File: src/rtl/pipe_pkg.sv
// -----------------------------------------------------------------------------
// pipe_pkg
//   Shared definitions for the elastic inter-stage pipeline register family.
//   - state_t      : occupancy of a two-entry elastic stage
//   - stage widths : standard control/data widths per pipeline boundary
//   - has_room     : whether a given occupancy can still accept an entry
// -----------------------------------------------------------------------------
package pipe_pkg;

  // Occupancy of the stage: nothing held, main register held, main+skid held.
  typedef enum logic [1:0] {
    EMPTY = 2'd0,
    ONE   = 2'd1,
    TWO   = 2'd2
  } state_t;

  // EX/MEM boundary: M+WB control bits; ALU result 32 + store data 32 + rw 5.
  localparam int EX_MEM_CTRL_W = 4;
  localparam int EX_MEM_DATA_W = 69;

  // Default width of the performance counters attached to a stage.
  localparam int DEFAULT_CNT_W = 16;

  // The stage can accept a new entry unless both registers are occupied.
  function automatic logic has_room(input state_t s);
    return (s != TWO);
  endfunction

endpackage : pipe_pkg

File: src/rtl/sat_counter.sv
// -----------------------------------------------------------------------------
// sat_counter
//   Saturating up-counter for performance statistics. Counts cycles with inc=1
//   and sticks at all-ones. Only a reset returns it to zero.
//
//   Ports:
//     clk    in   rising-edge clock
//     reset  in   synchronous, active-high; clears the count
//     inc    in   add one this cycle (ignored once saturated)
//     count  out  W-bit current count
// -----------------------------------------------------------------------------
module sat_counter #(
  parameter int W = 16
) (
  input  logic         clk,
  input  logic         reset,
  input  logic         inc,
  output logic [W-1:0] count
);

  logic [W-1:0] r_count;
  logic         w_at_max;

  assign w_at_max = &r_count;

  always_ff @(posedge clk) begin
    if (reset) begin
      r_count <= '0;
    end else if (inc && !w_at_max) begin
      r_count <= r_count + W'(1);
    end
  end

  assign count = r_count;

endmodule : sat_counter

File: src/rtl/pipe_stage_elastic.sv
// -----------------------------------------------------------------------------
// pipe_stage_elastic
//   Generic inter-stage pipeline register with valid/ready handshake. A
//   2-entry skid buffer (main + skid) lets the upstream ready come straight
//   from a flop while still sustaining one transfer per cycle. The control
//   field is forced to zero on bubbles; the data field is not gated.
//   A synchronous flush squashes everything held, and a saturating counter
//   records cycles where the output is valid but not accepted.
//
//   Ports:
//     clk        in   rising-edge clock
//     reset      in   synchronous, active-high; drops all entries
//     flush      in   synchronous squash of all held entries
//     in_valid   in   upstream has an entry
//     in_ready   out  stage can accept (registered)
//     in_ctrl    in   CTRL_W control bits
//     in_data    in   DATA_W payload
//     out_valid  out  output entry present
//     out_ready  in   downstream accepts
//     out_ctrl   out  CTRL_W control bits, zero when out_valid=0
//     out_data   out  DATA_W payload from the main register
//     stall_cnt  out  CNT_W saturating count of out_valid & !out_ready cycles
// -----------------------------------------------------------------------------
module pipe_stage_elastic
  import pipe_pkg::*;
#(
  parameter int CTRL_W = EX_MEM_CTRL_W,
  parameter int DATA_W = EX_MEM_DATA_W,
  parameter int CNT_W  = DEFAULT_CNT_W
) (
  input  logic              clk,
  input  logic              reset,
  input  logic              flush,
  input  logic              in_valid,
  output logic              in_ready,
  input  logic [CTRL_W-1:0] in_ctrl,
  input  logic [DATA_W-1:0] in_data,
  output logic              out_valid,
  input  logic              out_ready,
  output logic [CTRL_W-1:0] out_ctrl,
  output logic [DATA_W-1:0] out_data,
  output logic [CNT_W-1:0]  stall_cnt
);

  // Control state
  state_t r_state;
  state_t w_state_nxt;
  logic   r_in_ready;

  // Held entries: main always holds the oldest entry, skid the younger one.
  logic [CTRL_W-1:0] r_main_ctrl;
  logic [DATA_W-1:0] r_main_data;
  logic [CTRL_W-1:0] r_skid_ctrl;
  logic [DATA_W-1:0] r_skid_data;

  // Handshake and register-load decodes
  logic w_out_valid;
  logic w_push;
  logic w_pop;
  logic w_ld_main_in;
  logic w_ld_main_skid;
  logic w_ld_skid;
  logic w_stall;

  assign w_out_valid = (r_state != EMPTY);
  assign w_push      = in_valid & r_in_ready;
  assign w_pop       = w_out_valid & out_ready;
  assign w_stall     = w_out_valid & ~out_ready;

  // Next state and register-load selection. Flush overrides any push or pop;
  // a pop in the flush cycle still completes downstream because out_valid and
  // out_ready were both high, the stage simply ends up empty afterwards.
  always_comb begin
    w_state_nxt    = r_state;
    w_ld_main_in   = 1'b0;
    w_ld_main_skid = 1'b0;
    w_ld_skid      = 1'b0;
    if (flush) begin
      w_state_nxt = EMPTY;
    end else begin
      unique case (r_state)
        EMPTY: begin
          if (w_push) begin
            w_state_nxt  = ONE;
            w_ld_main_in = 1'b1;
          end
        end
        ONE: begin
          if (w_push && w_pop) begin
            w_ld_main_in = 1'b1;
          end else if (w_push) begin
            // Main is stalled: park the new entry behind it.
            w_state_nxt = TWO;
            w_ld_skid   = 1'b1;
          end else if (w_pop) begin
            w_state_nxt = EMPTY;
          end
        end
        TWO: begin
          // in_ready is low here, so only a pop can happen; skid moves up.
          if (w_pop) begin
            w_state_nxt    = ONE;
            w_ld_main_skid = 1'b1;
          end
        end
        default: begin
          w_state_nxt = EMPTY;
        end
      endcase
    end
  end

  // State register and registered upstream ready
  always_ff @(posedge clk) begin
    if (reset) begin
      r_state    <= EMPTY;
      r_in_ready <= 1'b1;
    end else begin
      r_state    <= w_state_nxt;
      r_in_ready <= has_room(w_state_nxt);
    end
  end

  // Entry registers. Flush leaves their contents alone; only reset clears them.
  always_ff @(posedge clk) begin
    if (reset) begin
      r_main_ctrl <= '0;
      r_main_data <= '0;
      r_skid_ctrl <= '0;
      r_skid_data <= '0;
    end else begin
      if (w_ld_main_in) begin
        r_main_ctrl <= in_ctrl;
        r_main_data <= in_data;
      end else if (w_ld_main_skid) begin
        r_main_ctrl <= r_skid_ctrl;
        r_main_data <= r_skid_data;
      end
      if (w_ld_skid) begin
        r_skid_ctrl <= in_ctrl;
        r_skid_data <= in_data;
      end
    end
  end

  // Stall statistics
  sat_counter #(
    .W (CNT_W)
  ) u_stall_cnt (
    .clk   (clk),
    .reset (reset),
    .inc   (w_stall),
    .count (stall_cnt)
  );

  // Bubbles carry no control: a squashed or empty slot must not look like a
  // live memory/writeback operation to the next stage.
  assign in_ready  = r_in_ready;
  assign out_valid = w_out_valid;
  assign out_ctrl  = r_main_ctrl & {CTRL_W{w_out_valid}};
  assign out_data  = r_main_data;

endmodule : pipe_stage_elastic
File: config.mk
export PLATFORM = sky130hd
export DESIGN_NAME = pipe_stage_elastic
export DESIGN_NICKNAME = d
export VERILOG_FILES = /design/src/rtl/pipe_pkg.sv /design/src/rtl/sat_counter.sv /design/src/rtl/pipe_stage_elastic.sv
export SDC_FILE = /design/constraint.sdc
export NUM_CORES = 1
export LEC_CHECK = 0
export ABC_AREA = 1
export BUFFER_PORTS_ARGS = -buffer_cell sky130_fd_sc_hd__buf_2
export CAP_MARGIN = 20
export CORE_MARGIN = 10
export CORE_UTILIZATION = 50
export CTS_CLUSTER_DIAMETER = 150
export CTS_CLUSTER_SIZE = 20
export DETAILED_ROUTE_END_ITERATION = 16
export HOLD_SLACK_MARGIN = 0.05
export PLACE_DENSITY = 0.72
export REMOVE_ABC_BUFFERS = 1
export SLEW_MARGIN = 15
export SYNTH_ARGS = -nofsm -noshare
export SYNTH_HDL_FRONTEND = slang
export SYNTH_SLANG_ARGS = --single-unit
File: constraint.sdc
create_clock -name clk -period 1.9 [get_ports clk]
set_input_delay 0.19 -clock clk [delete_from_list [all_inputs] [get_ports clk]]
set_output_delay 0.19 -clock clk [all_outputs]
set_load 0.005 [all_outputs]
# Word-level counts from Yosys, hierarchy flattened
# Cells that the tools add are included.
# word_totals
regBits,165
inputBits,78
# op_classes
addsub,1
n_eq_ne,3
n_mux,21
n_bitwise,5
reduce_logical,7
# ops
operator,n
$mux 69,2
$add 16x1->16 const B,1
$reduce_and 16->1,1
$mux 2,6
$mux 1,9
$mux 4,2
$pmux 2 s3,1
$and 4x4->4,1
$reduce_bool 2->1,2
$and 1x1->1,3
$eq 2x1->1 const B,1
$eq 2x2->1 const B,1
$logic_and 1x1->1,2
$logic_not 2->1,1
$ne 2x2->1 const B,1
$pmux 1 s2,1
$logic_not 1->1,1
$not 1->1,1

# Logic depth before layout (Yosys ltp)
# Gate-level depths: netlist of the first run.
# depth
depth_word,8
ltp_mapped,9

# Cells and area by module
# A second synthesis of the first run with hierarchy kept.
# hier_totals
hier_cells,1147
hier_area_um2,7719.9
# by_module_without_submodules
mod,n_inst,cells_per_inst,area_per_inst_um2,seq_area_each_um2
pipe_stage_elastic,1,1001,6741.5,2982.9
sat_counter,1,146,978.4,320.3

# Least setup slack after synthesis of the first run
# OpenSTA, ideal clock, no wires.
# synth_path
kind,register to register
start,reg u_stall_cnt.r_count[0] (netlist: u_stall_cnt.count[0])
end,reg u_stall_cnt.r_count[11] (netlist: u_stall_cnt.count[11])
arrival_time_ns,1.385
path_slack_ns,0.383
stages_incl_launch_ff,10
path_buffers,1
synth_period_minus_slack_ns,1.517
path_cell_list,dfxtp_1 > ha_1 > nand2_1 > nor2_1 > nand2_1 > nor2_1 > nor2_4 > buf_6 > nand2_1 > a21oi_1
# synth_between
elab_chain_cells,3
# synth_rtl
item,line_no,source
"start, declared",sat_counter.sv:21,logic [W-1:0] r_count;
"start signal, assigned",sat_counter.sv:30,r_count <= r_count + W'(1);
"parallel branches: the longest is 3 deep, another holds $add 16x1->16",-,
# Parallel ways; which one is timed is not known.
# A chain may end at the register's enable or synchronous reset.

# Final worst setup path of the first run
# layout_path
start,reg r_state[1]
end,reg r_skid_data[16]
# layout_between
elab_chain_cells,6
# layout_rtl
item,line_no,source
"start, declared",pipe_stage_elastic.sv:46,state_t r_state;
"start signal, assigned",pipe_stage_elastic.sv:119,r_state <= w_state_nxt;
$reduce_bool 2->1,pipe_stage_elastic.sv:65,assign w_out_valid = (r_state != EMPTY);
$and 1x1->1,pipe_stage_elastic.sv:67,assign w_pop = w_out_valid & out_ready;
$logic_and 1x1->1,pipe_stage_elastic.sv:89,if (w_push && w_pop) begin
$mux 1,pipe_stage_elastic.sv:89,
$mux 1 *,pipe_stage_elastic.sv:81,unique case (r_state)
$mux 1 *,pipe_stage_elastic.sv:78,if (flush) begin
"end signal, assigned",pipe_stage_elastic.sv:141,r_skid_data <= in_data;
"end, declared",pipe_stage_elastic.sv:54,logic [DATA_W-1:0] r_skid_data;
# Mark *: on every way between the ends. The rest lies on a longest branch, timed or not.

==> impl_metrics.env, run 1 <==
export IMPL_ff_latch_area_mm2=0.003303
export IMPL_dieWidth_um=139.3
export IMPL_crit_type="reg2reg"
export IMPL_clock_skew_final_ns=0.005901
export IMPL_fp_dieArea_mm2=0.01941
export IMPL_start_util_pct=51.10
export IMPL_layout_commonest_cell="nor2_1"
export IMPL_antenna_found_initial=1
export IMPL_io_pins=169
export IMPL_status="complete, no violations"
export IMPL_grt_use_total_pct=20.33
export IMPL_yosysTopAreaCell="dfxtp_1"
export IMPL_antenna_left=0
export IMPL_io_buffers=168
export IMPL_via_count=7010
export IMPL_finalInstanceArea_mm2=0.009269
export IMPL_syn_to_final_growth_pct=30.17
export IMPL_hold_path_class="in2reg"
export IMPL_place_area_mm2=0.007986
export IMPL_cp_required_ns=2.26
export IMPL_cp_end_kind="register"
export IMPL_core_mm2=0.01393
export IMPL_dp_slack_ns=0.1833
export IMPL_fmax_ghz=0.6024
export IMPL_grt_overflow=0
export IMPL_fin_cells=1307
export IMPL_cp_cell_sequence="nor2_4 > o21ai_2 > nor2_4 > buf_6 > o21ai_0 > nor2_1"
export IMPL_cpMaxStageDelayCell="dfxtp_1"
export IMPL_cts_max_level=4
export IMPL_ys_top_cells_by_area="dfxtp_1 (46%), nor2_1 (9.9%), o211a_1 (9.7%)"
export IMPL_yosys_register_bits=165
export IMPL_routedWlPerCell_um=15.86
export IMPL_synth_edf_count=0
export IMPL_timing_setup_tns_ns=0
export IMPL_post_route_drc_count=0
export IMPL_max_cap_violations=0
export IMPL_cp_common_cell="nor2_4"
export IMPL_grt_start_max_net_pins=67
export IMPL_final_max_slew_violation_count=0
export IMPL_power_share_switching_pct=23.88
export IMPL_whs_ns=0.1417
export IMPL_total_leakage_power_uw=0.004684
export IMPL_peakVddDrop_mv=0.5735
export IMPL_tightest_slew_ns=0.4151
export IMPL_cts_sinks=165
export IMPL_start_kind="register"
export IMPL_routabilityCongestion=0.7779
export IMPL_clkLatencyLatePin_ns=0.42
export IMPL_dpl_cell_count=1202
export IMPL_grt_pass1_wl_um=33620
export IMPL_seqPwrFrac_pct=47.6
export IMPL_grt_pass1_vias=6794
export IMPL_fin_crit_sh_pct=87.36
export IMPL_critPathMaxStageDelay_ns=0.39
export IMPL_p_int_uw=5891
export IMPL_vias_per_cell=5.363
export IMPL_clockRootBuffer="clkbuf_16"
export IMPL_clk_pin_slew_ns=0.06
export IMPL_yosysSeqAreaShare_pct=46.39
export IMPL_nets=1193
export IMPL_hold_viol_final=0
export IMPL_comb_power_share_pct=11.0
export IMPL_synth_top_area_share_pct=46.39
export IMPL_cts_buffer_depth=2
export IMPL_cts_tree="yes"
export IMPL_min_period_ns=1.660
export IMPL_routed_wl_um=20740
export IMPL_power_net_switching_uw=1848
export IMPL_n_fill_cell=1192
export IMPL_drive_above_1_share_pct=19.98
export IMPL_multi_input_area_mm2=0.003317
export IMPL_rows=43
export IMPL_worst_slack_ns=0.2401
export IMPL_drtIter0Drc=583
export IMPL_syn_inst=909
export IMPL_synthArstFlopShare_pct=0
export IMPL_netlist_area_mm2=0.007121
export IMPL_worstPathArrival_ns=2.02
export IMPL_syn_avg_cell_area_um2=7.833
export IMPL_die_y_um=139.3
export IMPL_power_density_mw_per_mm2=834.9
export IMPL_cts_inserted_buffers=17
export IMPL_setup_viol=0
export IMPL_rsz0062_at_grt="false"
export IMPL_dr_pass1_iters=5
export IMPL_post_dp_hpwl_um=12370
export IMPL_slew_headroom_pct=72.33
export IMPL_synth_cell_types=28
export IMPL_synth_ff_type="dfxtp_1"
export IMPL_final_cell_mix="nor2_1 (187), buf_2 (168), dfxtp_1 (165)"
export IMPL_yosysWarnings=0
export IMPL_crit_fanout=50
export IMPL_clkPwrFrac_pct=41.3
stage by stage:
step	power, uW	utilization, %
global placement	4476	57.31
finish	7739	66.52
detailed placement	4485	57.31
floorplan	4115	-
global route	8048	66.50
CTS	7789	66.47
path summary, 6_finish.rpt:
check                   from  depth (start not counted)  slack (ns)              endpoint
max               r_state[1]                          6        0.24       r_skid_data[16]
max reg2reg       r_state[1]                          6        0.24       r_skid_data[16]
min reg2reg  r_skid_data[55]                          2        0.50       r_skid_data[55]
min                    reset                          2        0.14  u_stall_cnt.count[2]
metal layers:
metal / track usage [%] / vias to the layer above / part of all wire, %
met2: 32.67 / 204 / 46
met1: 24.59 / 3277 / 44
met4: 7.798 / 0 / 2.2
li1: - / 3490 / -
met5: 0 / - / 0
met3: 6.703 / 39 / 7.7
power by group through the flow:
stage                     sequential, uW  combinational (uW)  clock (uW)
after floorplan                     3760                 360           0
after global placement              3760                 720           0
after detailed placement            3760                 727           0
after CTS                           3680                 846        3260
after global routing                3700                 943        3400
final                               3690                 855        3200
worst max-delay path: cells and delay by family (launching register included):
family / cells / cell delay (ns)
and+or+nand+nor: 3 / 0.53
AOI/OAI and AO/OA: 2 / 0.30
buffers and inverters: 1 / 0.37
DFF: 1 / 0.39
synth_stat cells, types with 2 or more instances:
cell type,count
nand2_1,131
o211ai_1,4
o21ai_0,97
nor2_1,187
a21oi_1,12
buf_6,13
o21ai_1,46
nand4_1,5
dfxtp_1,165
nor2_4,4
buf_4,10
inv_2,3
buf_2,20
xor2_1,4
xnor2_1,2
inv_1,19
nand3_1,80
clkbuf_1,28
o211a_1,69
o21ai_2,2
final cells by class:
class                      instances  share of cell area (%)
multi-input combinational        650                   35.79
sequential                       165                   35.64
timing repair buffer             258                   19.32
clock buffer                      23                   5.049
tap                              180                   2.430
inverter                          22                  0.9179
clock inverter                     8                  0.8369
antenna                            1                 0.02700
cell families (layout without fill, tap and decap cells):
family                   count (synthesis)  in the layout  synth area share (%)
AO/OA/AOI/OAI                          231            231                 21.37
XOR/XNOR                                 6              6                0.7380
adder cells (fa/ha/maj)                  1              1                0.1757
buffers and inverters                   94            311                 7.204
flip-flops                             165            165                 46.39
other                                    0              1                     0
AND/OR/NAND/NOR                        412            412                 24.13
registers in the layout, summed over array words and instances, names as in the netlist:
name,flops
in_ready,1
r_state,2
out_data,69
r_skid_data,69
r_skid_ctrl,4
u_stall_cnt.count,16
r_main_ctrl,4
what timing repair did:
| item | 4_1_cts | 5_1_grt |
|---|---|---|
| hold buffers | 73 | 0 |
| endpoints found under the hold margin | 146 | 0 |
| endpoints found under the setup margin | 0 | 2 |
| setup buffers | 0 | 0 |
| gates resized for setup | 0 | 1 |
Note: power is estimated with default switching activity, not from simulation.
==> run 2, diff against run 1 <==
--- a/config.mk
+++ b/config.mk
@@ -15,5 +15,5 @@
 export DETAILED_ROUTE_END_ITERATION = 16
 export HOLD_SLACK_MARGIN = 0.05
-export PLACE_DENSITY = 0.72
+export PLACE_DENSITY = 0.75
 export REMOVE_ABC_BUFFERS = 1
 export SLEW_MARGIN = 15
==> constraint.sdc (replaced) <==
create_clock -name clk -period 1.9 [get_ports clk]
set_input_delay 0.19 -clock clk [delete_from_list [all_inputs] [get_ports clk]]
set_output_delay 0.19 -clock clk [all_outputs]
set_load 0.01 [all_outputs]
==> run 2 against run 1 <==
  * Hold slack improved by 0.013 ns
  * Die area did not move
  * Total power rose by 3.8%
  * Final cell count rose by 0.77%
  * Critical endpoint is now out_data[57]
  * Highest routed layer unchanged
==> impl_metrics.env, run 2 (synthesized netlist as in run 1, its figures left out) <==
export IMPL_clkLatencyLatePin_ns=0.43
export IMPL_crit_family="simple AND/OR/NAND/NOR gates"
export IMPL_cp_end_kind="register"
export IMPL_crit_type="reg2reg"
export IMPL_cp_required_ns=2.22
export IMPL_reg2reg_from="r_state[1]"
export IMPL_cpMaxStageDelayCell="dfxtp_1"
export IMPL_p_total_uw=8034
export IMPL_reg2reg_depth=6
export IMPL_comb_power_share_pct=11.2
export IMPL_power_density_mw_per_mm2=859.5
export IMPL_critPathMaxStageDelay_ns=0.39
export IMPL_hold_viol_final=0
export IMPL_clock_skew_final_ns=0.008087
export IMPL_max_cap_violations=0
export IMPL_layout_commonest_cell="nor2_1"
export IMPL_dp_slack_ns=0.2589
export IMPL_rows=43
export IMPL_dr_pass1_iters=5
export IMPL_rsz0062_at_grt="false"
export IMPL_fmax_ghz=0.5919
export IMPL_cts_sinks=165
export IMPL_final_cell_mix="nor2_1 (187), buf_2 (168), dfxtp_1 (165)"
export IMPL_routed_wl_um=21250
export IMPL_grt_start_max_net_pins=119
export IMPL_crit_buf_inv=1
export IMPL_clk_pin_slew_ns=0.06
export IMPL_start_kind="register"
export IMPL_routedWlPerCell_um=16.14
export IMPL_clkPwrFrac_pct=42.9
export IMPL_cp_cell_sequence="nor2_4 > o21ai_2 > nand2_4 > buf_12 > nand3_1 > o211a_1"
export IMPL_setup_viol=0
export IMPL_clockRootBuffer="clkbuf_16"
export IMPL_whs_ns=0.1551
export IMPL_seqPwrFrac_pct=45.8
export IMPL_io_buffers=168
export IMPL_finalInstanceArea_mm2=0.009348
export IMPL_fp_dieArea_mm2=0.01941
export IMPL_fin_crit_sh_pct=88.92
export IMPL_crit_fanout=118
export IMPL_cts_inserted_buffers=17
export IMPL_drive_above_1_share_pct=20.58
export IMPL_tightest_slew_ns=0.4919
export IMPL_worst_slack_ns=0.2106
export IMPL_final_max_slew_violation_count=0
export IMPL_grt_use_total_pct=20.98
export IMPL_worst_path_stages=6
export IMPL_io_pins=169
export IMPL_grt_pass1_vias=6779
export IMPL_min_period_ns=1.689
export IMPL_hold_path_class="in2reg"
export IMPL_status="complete, no violations"
export IMPL_drtIter0Drc=589
export IMPL_peakVddDrop_mv=0.6807
export IMPL_post_cts_repair_setup_buffers=0
export IMPL_cts_max_level=4
export IMPL_power_net_switching_uw=2018
export IMPL_min_path_cells=4
export IMPL_nets=1198
export IMPL_grt_pass1_wl_um=34310
export IMPL_power_share_switching_pct=25.12
export IMPL_antenna_left=0
export IMPL_grt_overflow=0
export IMPL_timing_setup_tns_ns=0
export IMPL_critical_path_startpoint="r_state[1]"
export IMPL_slew_headroom_pct=67.21
export IMPL_routabilityCongestion=0.8241
export IMPL_antenna_found_initial=5
export IMPL_total_leakage_power_uw=0.004713
export IMPL_worstPathArrival_ns=2.01
export IMPL_syn_to_final_growth_pct=31.28
export IMPL_post_dp_hpwl_um=12870
export IMPL_cts_tree="yes"
export IMPL_dieWidth_um=139.3
export IMPL_p_int_uw=6016
export IMPL_vias_per_cell=5.428
export IMPL_die_y_um=139.3
export IMPL_cts_resized=0
export IMPL_via_count=7149
export IMPL_core_mm2=0.01393
export IMPL_place_area_mm2=0.008004
export IMPL_hp_start="in_valid"
export IMPL_start_util_pct=51.10
export IMPL_post_route_drc_count=0
export IMPL_cts_buffer_depth=2
-- run 2: per-layer routing --
metal	track usage (%)	part of all wire, %
met1	24.57	41
met2	34.68	49
met3	7.247	8.2
met4	7.633	1.8
met5	0	0
-- run 2: worst paths after layout --
path	to	slack, ns
min reg2reg	r_skid_data[56]	0.50
max reg2reg	out_data[57]	0.21
min	r_state[0]	0.16
max	out_data[57]	0.21
-- run 2: stage by stage --
step | utilization (%) | cells
2_1_floorplan | - | 837
5_1_grt | 67.06 | 1316
6_report | 67.08 | 1317
3_5_place_dp | 57.44 | 1206
3_3_place_gp | 57.44 | 1206
4_1_cts | 66.99 | 1312
-- run 2: power by group through the flow --
stage               registers (uW)  clock network (uW)  logic, uW
floorplan                     3800                   0        360
global placement              3750                   0        762
detailed placement            3760                   0        776
CTS                           3680                3500        896
global route                  3700                3650        992
finish                        3680                3450        904
-- run 2: worst min-delay path: stages --
cell      delay, ns
buf_2          0.08
nand2_1        0.09
nand3_1        0.10
a211oi_1       0.07
-- run 2: what timing repair did --
item | CTS | global route
hold buffers | 74 | 0
endpoints found under the hold margin | 147 | 0
setup endpoints to repair | 0 | 0
-- run 2: layout make-up --
cell class,instances,area (um^2)
diodes,5,12.51
fillers,1171,4587
multi-input cells,650,3317
repair buffers,263,1814
clock inverters,13,147.6
flip-flops and latches,165,3303
clock buffers,19,442.9
inverters,22,85.08
well taps,180,225.2
==> run 3, diff against run 2 <==
- ABC_AREA: 1 -> not set
- GPL_TIMING_DRIVEN: not set -> 0
- SETUP_SLACK_MARGIN: not set -> 0.3
==> run 3 against run 2 <==
  * Area after synthesis down 0.12%
  * Sequential power about the same
  * Global-route usage is 3.2 points higher
  * Worst setup slack got worse by 0.099 ns
  * Register-to-register slack got worse by 0.099 ns
  * Critical path depth rose by 3
  * Largest power group unchanged
==> impl_metrics.env, run 3 <==
export IMPL_status="complete, no violations"
export IMPL_finalInstanceArea_mm2=0.01157
export IMPL_start_util_pct=51.04
export IMPL_post_route_drc_count=0
export IMPL_nets=1210
export IMPL_core_mm2=0.01393
export IMPL_clockRootBuffer="clkbuf_16"
export IMPL_rows=43
export IMPL_critPathMaxStageDelay_ns=0.38
export IMPL_grt_use_met3_pct=6.941
export IMPL_start_kind="register"
export IMPL_post_dp_hpwl_um=12430
export IMPL_dp_slack_ns=-0.2531
export IMPL_fin_crit_sh_pct=94.15
export IMPL_vias_per_cell=6.173
export IMPL_fmax_ghz=0.5590
export IMPL_min_period_ns=1.789
export IMPL_synthArstFlopShare_pct=0
export IMPL_met2_usage_pct=38.89
export IMPL_drive_above_1_share_pct=48.64
export IMPL_yosys_register_bits=165
export IMPL_synth_common_cells="nand2_1 (297), dfxtp_1 (165), a21oi_1 (86)"
export IMPL_worst_slack_ns=0.1112
export IMPL_cp_cell_sequence="nand2b_4 > buf_12 > nor4_4 > buf_4 > buf_6 > buf_12 > clkbuf_16 > nand2_1 > a21oi_1"
export IMPL_synth_most_common_cell="nand2_1"
export IMPL_total_leakage_power_uw=0.004513
export IMPL_grt_pass1_vias=7072
export IMPL_crit_fanout=7
export IMPL_synth_edf_count=0
export IMPL_antenna_left=0
export IMPL_cp_required_ns=2.26
export IMPL_hold_path_class="in2reg"
export IMPL_tightest_slew_ns=0.6863
export IMPL_routedWlPerCell_um=23.52
export IMPL_rsz0062_at_grt="true"
export IMPL_syn_inst=844
export IMPL_cts_tree="yes"
export IMPL_power_density_mw_per_mm2=718.4
export IMPL_worstPathArrival_ns=2.15
export IMPL_synth_top_area_share_pct=46.45
export IMPL_ys_top_cells_by_area="dfxtp_1 (46%), nand2_1 (16%), a311oi_2 (15%)"
export IMPL_layout_commonest_cell="nand2_1"
export IMPL_cts_inserted_buffers=17
export IMPL_cpMaxStageDelayCell="dfxtp_4"
export IMPL_syn_avg_cell_area_um2=8.426
export IMPL_cts_buffer_depth=2
export IMPL_cp_end_kind="register"
export IMPL_syn_to_final_growth_pct=62.76
export IMPL_dr_pass1_iters=5
export IMPL_timing_setup_tns_ns=0
export IMPL_clkLatencyLatePin_ns=0.43
export IMPL_place_area_mm2=0.008090
export IMPL_io_pins=169
export IMPL_yosysSeqAreaShare_pct=46.45
export IMPL_grt_pass1_wl_um=38290
export IMPL_antenna_found_initial=1
export IMPL_final_cell_mix="nand2_1 (224), buf_2 (167), dfxtp_1 (156)"
export IMPL_drtIter0Drc=946
export IMPL_dieWidth_um=139.3
export IMPL_synth_cell_types=35
export IMPL_netlist_area_mm2=0.007112
export IMPL_gr_usage_met1_pct=29.72
export IMPL_crit_type="reg2reg"
export IMPL_cts_sinks=165
export IMPL_slew_headroom_pct=54.24
export IMPL_routed_wl_um=31140
export IMPL_cts_max_level=4
export IMPL_grt_overflow=0
export IMPL_yosysWarnings=0
export IMPL_setup_viol=0
export IMPL_yosysTopAreaCell="dfxtp_1"
export IMPL_peakVddDrop_mv=0.6880
export IMPL_grt_busiest_layer="met2"
export IMPL_grt_start_max_net_pins=92
export IMPL_fp_dieArea_mm2=0.01939
export IMPL_clock_skew_final_ns=0.01085
export IMPL_hold_viol_final=0
export IMPL_grt_use_total_pct=24.16
export IMPL_cp_common_cell="buf_12"
export IMPL_routabilityCongestion=0.7917
export IMPL_via_count=8173
export IMPL_io_buffers=168
export IMPL_final_max_slew_violation_count=0
export IMPL_synth_ff_type="dfxtp_1"
export IMPL_die_y_um=139.3
export IMPL_p_total_uw=8316
export IMPL_clk_pin_slew_ns=0.07
export IMPL_max_cap_violations=0
## run 3: cell count changes after synthesis, moves of 10 or more
cell and delta:
a311oi_2 +73, or3_1 +10, inv_1 -17, o21ai_0 -89
nor2_1 -107, buf_4 -10, o21ai_1 -46, a21oi_1 +74
nand2_1 +166, o211a_1 -69, clkbuf_1 +12, nand3_1 -71
## run 3: timing repair
item	in CTS	in global routing
endpoints found under the setup margin	155	162
pin swaps	13	100
gates resized for setup	58	245
hold endpoints to repair	73	0
setup buffers	25	22
hold buffers	73	0
gates cloned	12	23
## run 3: metrics by stage
step / util [%] / cells / hold WS (ns)
floorplan: - / 777 / 0.2579
global placement: 56.19 / 1125 / 0.4418
detailed placement: 58.06 / 1137 / 0.4465
CTS: 72.09 / 1278 / 0.1474
global route: 83.07 / 1324 / 0.2336
finish: 83.07 / 1324 / 0.2167
## run 3: kinds of logic after synthesis
| family | count (synthesis) | share of synthesized area [%] |
|---|---|---|
| muxes | 2 | 0.2815 |
| xor gates and xnor gates | 1 | 0.1232 |
| buffers and inverters | 69 | 4.996 |
| and+or+nand+nor | 429 | 24.86 |
| DFF | 165 | 46.45 |
| adders and majority gates | 1 | 0.1759 |
| AOI/OAI and AO/OA | 177 | 23.12 |
## run 3: worst max-delay path: cells and delay by family, from the launching register on
kind	cells	cell delay [ns]
buffers and inverters	5	0.72
and+or+nand+nor	3	0.46
DFF	1	0.38
AOI/OAI and AO/OA	1	0.14
## run 3: final cells by class
cell class,count,area (um^2)
fillers,688,2360
clock inverters,11,128.9
flip-flops and latches,165,3324
well taps,180,225.2
repair buffers,324,2974
diodes,1,2.502
multi-input cells,621,4456
clock buffers,20,456.7
inverters,2,7.507
## run 3: power breakdown
group	internal, uW	switching (uW)	total [uW]
logic	545	632	1180
registers	3580	81.1	3660
clock network	2000	1480	3480
## run 3: worst paths after layout
| check | start | endpoint | slack [ns] | depth (start not counted) |
|---|---|---|---|---|
| setup reg to reg | r_state[0] | r_skid_data[34] | 0.11 | 9 |
| setup / recovery | r_state[0] | r_skid_data[34] | 0.11 | 9 |
| hold / removal | out_ready | r_state[1] | 0.22 | 2 |
| hold reg to reg | r_skid_data[64] | r_skid_data[64] | 0.46 | 2 |
## run 3: routing by layer
| metal | wire length [um] | share of wire (%) | vias to the layer above |
|---|---|---|---|
| met4 | 1310 | 4.2 | 0 |
| met2 | 15070 | 48 | 602 |
| met5 | 0 | 0 | - |
| li1 | - | - | 3519 |
| met1 | 11610 | 37 | 3937 |
| met3 | 3145 | 10 | 115 |
